### src/rtl/rsa_pkg.sv
// Shared types and default widths for the sequential modular exponentiator.
// The FSM state enum lives here so the core and any checkers agree on it.
package rsa_pkg;

  localparam int NUM_WIDTH_DEF = 12;
  localparam int N_WIDTH_DEF   = 6;
  localparam int E_WIDTH_DEF   = 8;

  typedef enum logic [2:0] {
    IDLE     = 3'd0,
    RED_ISS  = 3'd1,
    RED_WAIT = 3'd2,
    SQ_ISS   = 3'd3,
    SQ_WAIT  = 3'd4,
    MUL_ISS  = 3'd5,
    MUL_WAIT = 3'd6,
    DONE     = 3'd7
  } state_e;

endpackage

### src/rtl/mod_exp_seq_if.sv
// Request/response and modulo-table bus of mod_exp_seq.
// The master side drives operands and hosts the shared lookup table.
interface mod_exp_seq_if #(
  parameter int num_width = 12,
  parameter int N_width   = 6,
  parameter int E_width   = 8
) ();

  logic                 start;
  logic [num_width-1:0] base;
  logic [E_width-1:0]   exp;
  logic [N_width-1:0]   N;
  logic                 busy;
  logic                 done;
  logic                 err;
  logic [N_width-1:0]   result;
  logic [num_width-1:0] lut_num;
  logic [N_width-1:0]   lut_N;
  logic [N_width-1:0]   lut_out;

  modport master (
    output start, base, exp, N, lut_out,
    input  busy, done, err, result, lut_num, lut_N
  );

  modport slave (
    input  start, base, exp, N, lut_out,
    output busy, done, err, result, lut_num, lut_N
  );

endinterface

### src/rtl/mod_exp_seq.sv
// Left-to-right square-and-multiply base^exp mod N using an external
// registered modulo table; every reduction is one issue cycle plus one wait cycle.
module mod_exp_seq
  import rsa_pkg::*;
#(
  parameter int num_width = NUM_WIDTH_DEF,
  parameter int N_width   = N_WIDTH_DEF,
  parameter int E_width   = E_WIDTH_DEF
) (
  input  logic          clk,
  input  logic          rst,
  mod_exp_seq_if.slave  bus
);

  localparam int IW = (E_width > 1) ? $clog2(E_width) : 1;

  state_e               state_q,   state_d;
  logic [num_width-1:0] base_q,    base_d;
  logic [E_width-1:0]   exp_q,     exp_d;
  logic [N_width-1:0]   n_q,       n_d;
  logic [N_width-1:0]   r_q,       r_d;
  logic [N_width-1:0]   b_q,       b_d;
  logic [IW-1:0]        i_q,       i_d;
  logic [num_width-1:0] lut_num_q, lut_num_d;
  logic [N_width-1:0]   result_q,  result_d;
  logic                 busy_q,    busy_d;
  logic                 done_q,    done_d;
  logic                 err_q,     err_d;

  // Next-state and next-output computation for the exponentiation sequence
  always_comb begin
    state_d   = state_q;
    base_d    = base_q;
    exp_d     = exp_q;
    n_d       = n_q;
    r_d       = r_q;
    b_d       = b_q;
    i_d       = i_q;
    result_d  = result_q;
    err_d     = 1'b0;
    lut_num_d = {num_width{1'b0}};

    case (state_q)
      IDLE: begin
        if (bus.start) begin
          base_d = bus.base;
          exp_d  = bus.exp;
          n_d    = bus.N;
          r_d    = N_width'(1);
          i_d    = IW'(E_width - 1);
          if (bus.N < N_width'(2)) begin
            // A modulus below 2 has no meaningful residue: report and finish.
            r_d     = {N_width{1'b0}};
            err_d   = 1'b1;
            state_d = DONE;
          end else begin
            state_d = RED_ISS;
          end
        end else begin
          state_d = IDLE;
        end
      end
      RED_ISS:  state_d = RED_WAIT;
      RED_WAIT: begin
        b_d     = bus.lut_out;
        state_d = SQ_ISS;
      end
      SQ_ISS:   state_d = SQ_WAIT;
      SQ_WAIT: begin
        r_d = bus.lut_out;
        if (exp_q[i_q]) begin
          state_d = MUL_ISS;
        end else if (i_q == IW'(0)) begin
          state_d = DONE;
        end else begin
          i_d     = i_q - IW'(1);
          state_d = SQ_ISS;
        end
      end
      MUL_ISS:  state_d = MUL_WAIT;
      MUL_WAIT: begin
        r_d = bus.lut_out;
        if (i_q == IW'(0)) begin
          state_d = DONE;
        end else begin
          i_d     = i_q - IW'(1);
          state_d = SQ_ISS;
        end
      end
      DONE:     state_d = IDLE;
      default:  state_d = IDLE;
    endcase

    // Table dividend is registered, so it is derived from the state being entered.
    case (state_d)
      RED_ISS: lut_num_d = base_d;
      SQ_ISS:  lut_num_d = num_width'({{N_width{1'b0}}, r_d} * {{N_width{1'b0}}, r_d});
      MUL_ISS: lut_num_d = num_width'({{N_width{1'b0}}, r_d} * {{N_width{1'b0}}, b_d});
      default: lut_num_d = {num_width{1'b0}};
    endcase

    if ((state_d == DONE) && (state_q != DONE)) begin
      result_d = r_d;
    end else begin
      result_d = result_q;
    end

    busy_d = (state_d != IDLE);
    done_d = (state_d == DONE);
  end

  // State and registered outputs, synchronous active-high reset
  always_ff @(posedge clk) begin
    if (rst) begin
      state_q   <= IDLE;
      base_q    <= {num_width{1'b0}};
      exp_q     <= {E_width{1'b0}};
      n_q       <= {N_width{1'b0}};
      r_q       <= {N_width{1'b0}};
      b_q       <= {N_width{1'b0}};
      i_q       <= {IW{1'b0}};
      lut_num_q <= {num_width{1'b0}};
      result_q  <= {N_width{1'b0}};
      busy_q    <= 1'b0;
      done_q    <= 1'b0;
      err_q     <= 1'b0;
    end else begin
      state_q   <= state_d;
      base_q    <= base_d;
      exp_q     <= exp_d;
      n_q       <= n_d;
      r_q       <= r_d;
      b_q       <= b_d;
      i_q       <= i_d;
      lut_num_q <= lut_num_d;
      result_q  <= result_d;
      busy_q    <= busy_d;
      done_q    <= done_d;
      err_q     <= err_d;
    end
  end

  assign bus.busy    = busy_q;
  assign bus.done    = done_q;
  assign bus.err     = err_q;
  assign bus.result  = result_q;
  assign bus.lut_num = lut_num_q;
  assign bus.lut_N   = n_q;

endmodule

### src/flat_wrapper.sv
// flat-port wrapper written by rule: the top's interface ports become plain ports
module mod_exp_seq_flat import rsa_pkg::*;
#(
  parameter int num_width = NUM_WIDTH_DEF,
  parameter int N_width   = N_WIDTH_DEF,
  parameter int E_width   = E_WIDTH_DEF
)
  (clk, rst, bus_start, bus_base, bus_exp, bus_N, bus_lut_out, bus_busy, bus_done, bus_err, bus_result, bus_lut_num, bus_lut_N);
  mod_exp_seq_if #(.num_width(num_width), .N_width(N_width), .E_width(E_width)) bus_i ();
  input  logic clk;
  input  logic rst;
  input wire logic [$bits(bus_i.start)-1:0] bus_start;
  input wire logic [$bits(bus_i.base)-1:0] bus_base;
  input wire logic [$bits(bus_i.exp)-1:0] bus_exp;
  input wire logic [$bits(bus_i.N)-1:0] bus_N;
  input wire logic [$bits(bus_i.lut_out)-1:0] bus_lut_out;
  output wire logic [$bits(bus_i.busy)-1:0] bus_busy;
  output wire logic [$bits(bus_i.done)-1:0] bus_done;
  output wire logic [$bits(bus_i.err)-1:0] bus_err;
  output wire logic [$bits(bus_i.result)-1:0] bus_result;
  output wire logic [$bits(bus_i.lut_num)-1:0] bus_lut_num;
  output wire logic [$bits(bus_i.lut_N)-1:0] bus_lut_N;
  assign bus_i.start = bus_start;
  assign bus_i.base = bus_base;
  assign bus_i.exp = bus_exp;
  assign bus_i.N = bus_N;
  assign bus_i.lut_out = bus_lut_out;
  assign bus_busy = bus_i.busy;
  assign bus_done = bus_i.done;
  assign bus_err = bus_i.err;
  assign bus_result = bus_i.result;
  assign bus_lut_num = bus_i.lut_num;
  assign bus_lut_N = bus_i.lut_N;
  mod_exp_seq #(.num_width(num_width), .N_width(N_width), .E_width(E_width)) u_core (.clk(clk), .rst(rst), .bus(bus_i));
endmodule
### config.mk
export PLATFORM = sky130hd
export DESIGN_NAME = mod_exp_seq_flat
export DESIGN_NICKNAME = d
export VERILOG_FILES = /design/src/rtl/rsa_pkg.sv /design/src/rtl/mod_exp_seq_if.sv /design/src/rtl/mod_exp_seq.sv /design/src/flat_wrapper.sv
export SDC_FILE = /design/constraint.sdc
export NUM_CORES = 1
export LEC_CHECK = 0
export ABC_AREA = 1
export CAP_MARGIN = 20
export CORE_MARGIN = 2
export CORE_UTILIZATION = 35
export DETAILED_ROUTE_END_ITERATION = 16
export GPL_TIMING_DRIVEN = 1
export SLEW_MARGIN = 15
export SYNTH_ARGS = -nofsm -noshare
export SYNTH_HDL_FRONTEND = slang
export SYNTH_SLANG_ARGS = --single-unit
### constraint.sdc
create_clock -name clk -period 4.1 [get_ports clk]
set_clock_uncertainty 0.05 [all_clocks]
set_input_delay 0.615 -clock clk [delete_from_list [all_inputs] [get_ports clk]]
set_output_delay 0.615 -clock clk [all_outputs]
set_load 0.01 [all_outputs]
==> key figures <==
Yosys
  – Warnings from Yosys: 0
  – Synth area leader: dfxtp_1
  – Top_reg_cell synth: dfxtp_1
  – Post-Syn Area per Cell: roughly 7.5 sq um
  – Mapped Area: about 0.0045 sq mm
  – Synth area leaders: dfxtp_1 (29%), fa_1 (11%), ha_1 (9.7%), inv_1 (8.6%), nor2_1 (7.8%)
  – Number of synthesized register bits: 65
  – Synth top area share: 0.289
  – Post-synth cell types: slightly above 40
  – Async S/R FF share, synth: 0
  – Register area share after synthesis: 0.289
  – Synthesized instance count: roughly 600
  – Number of synthesized flops with an enable pin: 0
  – Mapped Nets: 694

Drt
  – Iteration-0 DRC Markers: between 200 and 250
  – Via count: between 4k and 5k
  – Final wirelength: ~13 mm
  – Drc violations: 0
  – Vias per Instance: between 4 and 5
  – DRT Pass-1 Iters: 4
  – Final antenna-violating net count: 0
  – Routed wire length per instance: 13.3 microns

Run
  – MaxCap Viol Count: 0

Status
  – Status: finished with violations
  – Failing checks: setup timing

CTS
  – CTS tree: done
  – Clock latency at the later pin of the worst-skew pair: around 0.34 ns
  – H-Tree Depth: 3
  – Clk slew on worst S/H paths: ~0.06 ns
  – CTS Buf Count: 9
  – Clock Sinks: between 60 and 70
  – CTS Root Cell: clkbuf_16
  – Clock Tree Buf Depth: 2

GRT
  – Grt ovf: 0
  – GRT Overall Usage: 0.190
  – Antenna violations before repair: 0
  – Number of global-route vias before repair: about 4.6k
  – Largest net degree at the start of global routing: 48
  – First-pass GRT wire length: around 21 mm

Final layout
  – Fill cell total of the finished layout: between 1k and 1.5k
  – Nets: 859
  – Fin util: 0.531
  – Most common cell after layout, fill and taps aside: buf_4
  – Antenna diodes: 0
  – Layout cell share with drive strength beyond 1: 0.287
  – Area delta synth->final: 48.6%
  – Commonest non-fill, non-tap cells in the layout: buf_4 (95), inv_1 (92), nand2_1 (82), nor2_1 (80), dfxtp_1 (62)

STA
  – Worst slew pin tran: ~0.55 ns
  – Final setup fails: 5
  – Max-slew violations: 0
  – Worst slew margin: 0.636
  – Setup ws final: -0.0935 ns
  – Min cycle time layout: roughly 4.2 ns
  – Setup TNS: -0.320 ns
  – RSZ-0062 raised after global routing: yes
  – Fmax: 238 MHz
  – Fin. Hold Viols: 0
  – Period utilization: 1.02

Power and ir drop
  – Switching portion of total power: 0.344
  – Cell Pwr Density: between 300 and 400 mW/mm^2
  – Clock Power Share: 0.300
  – Sw power: between 900 and 1000 uW
  – Comb power frac: 0.412
  – Sequential share of power: 0.288
  – Int Pwr: ~1700 uW
  – Lkg Pwr: 0.00326 uW
  – VDD IR-drop max: 0.228 mV

Worst setup path
  – Critical Path End Type: flop
  – Worst-path fanout max: 6
  – Crit path DAT: around 4.4 ns
  – Reg-to-Reg End: u_core.bus.lut_num[8]$_SDFF_PP0_
  – Reg-to-reg critical path startpoint: u_core.state_q[1]$_SDFF_PP0_
  – Reg2reg setup slack: -0.09 ns
  – Crit Path Class: reg2reg
  – Startpoint types: flop
  – R2R depth: 24
  – Required @ worst endpoint: about 4.3 ns

Min path
  – Hold path depth: 2
  – Hold Path End: u_core.exp_q[3]$_SDFFE_PP0P_
  – Worst hold start: u_core.exp_q[3]$_SDFFE_PP0P_
  – Hold crit path type: reg2reg

Floorplan
  – Vert. Die Dim: between 100 and 150 microns
  – Site Rows: 41
  – Die width: between 100 and 150 microns
  – Die Footprint: ~0.014 sq mm
  – Starting Density: 0.357
  – Core Area: roughly 0.013 sq mm
  – I/O Pins: between 60 and 70

Placed design
  – Worst slack, placed: -0.828 ns
  – Dpl hpwl: around 9.5 mm
  – GP Congestion: 0.922
  – PortBufs: between 60 and 70
## how the worst max path moves through the flow
stage                                   endpoint                          from  cells past startpoint  slack, ns
3_5_place_dp    u_core.bus.lut_num[9]$_SDFF_PP0_                     bus_start                     22      -0.83
6_report        u_core.bus.lut_num[8]$_SDFF_PP0_  u_core.state_q[1]$_SDFF_PP0_                     24      -0.09
5_1_grt         u_core.bus.lut_num[8]$_SDFF_PP0_  u_core.state_q[1]$_SDFF_PP0_                     24      -0.29
2_1_floorplan   u_core.bus.lut_num[9]$_SDFF_PP0_                     bus_start                     22     -0.007
3_3_place_gp   u_core.bus.lut_num[11]$_SDFF_PP0_                     bus_start                     18      -0.82
4_1_cts         u_core.bus.lut_num[9]$_SDFF_PP0_  u_core.state_q[0]$_SDFF_PP0_                     22      -0.07
## power by group through the flow
stage / clock network, uW / logic [uW] / registers (uW)
2_1_floorplan: 0 / 553 / 780
3_3_place_gp: 0 / 984 / 773
4_1_cts: 814 / 1050 / 764
6_report: 797 / 1090 / 765
3_5_place_dp: 0 / 997 / 774
5_1_grt: 842 / 1200 / 775
## stage by stage
step                      cell area (sq um)  cells  power [uW]  hold slack, ns
after floorplan                        4580    599        1330           0.379
after global placement                 6010    906        1760           0.400
final                                  6700    941        2660           0.410
after detailed placement               6010    906        1770           0.403
after global routing                   6700    941        2820           0.436
after CTS                              6550    935        2630           0.410
## cell usage after synthesis, types with 5 or more instances
library cell / n
inv_2: 7
nand2_1: 93
or2_2: 5
o21ai_0: 22
dfxtp_1: 65
a21oi_1: 36
nand2_2: 6
inv_1: 103
nand4_1: 9
ha_1: 35
fa_1: 25
xnor2_1: 6
clkbuf_1: 8
nand3_1: 28
mux2i_1: 12
nor2_1: 94
xor2_1: 6
## timing repair
| action | in CTS | in global routing |
|---|---|---|
| pin swaps | 36 | 23 |
| gates resized for setup | 55 | 28 |
| hold buffers | 0 | 0 |
| setup buffers | 13 | 6 |
| endpoints found under the setup margin | 7 | 7 |
## cell families (layout without fill, tap and decap cells)
family	after synthesis	count (layout)	synth area share
fa+ha+maj	60	60	0.208
compound gates	81	81	0.110
buf+inv	124	294	0.107
simple gates	245	245	0.236
flops	65	65	0.289
xor+xnor	12	12	0.0233
mux	12	12	0.0267
## flip-flops by register name, summed over array words and instances, names as in the netlist
register	count
u_core.b_q	6
u_core.base_q	12
u_core.bus.busy	1
u_core.bus.done	1
u_core.bus.err	1
u_core.bus.lut_N	6
u_core.bus.lut_num	12
u_core.bus.result	6
u_core.exp_q	8
u_core.i_q	3
u_core.r_q	6
u_core.state_q	3
## metal layers
layer	GRT usage	share of wire
met2	0.334	0.50
met4	0.0572	0.018
met1	0.233	0.45
met3	0.0426	0.040
met5	0	0
## layout make-up
class | count | area, sq um | area share
inverter | 112 | 429 | 0.0641
tap | 172 | 215 | 0.0321
timing repair buffer | 166 | 1450 | 0.216
sequential | 65 | 1310 | 0.196
multi-input combinational | 410 | 2980 | 0.446
clock buffer | 14 | 274 | 0.0409
clock inverter | 2 | 35.0 | 0.00523
## critical path, cell delays in order, from the launching register on
cell and delay, ns:
dfxtp_4 0.36, nor2_4 0.14, nand2_4 0.09, nand2_4 0.07
o21ai_4 0.09, buf_6 0.13, a22oi_2 0.28, buf_6 0.17
nor2_4 0.04, fa_1 0.56, inv_2 0.06, fa_2 0.36
fa_1 0.54, inv_2 0.05, ha_4 0.29, nand2_2 0.06
inv_2 0.07, nand4_1 0.08, nand2_1 0.11, xor2_2 0.17
inv_1 0.06, nand4_1 0.09, nand3_1 0.08, nand2_1 0.06
inv_1 0.05
Power figures use the tool's default switching activity.
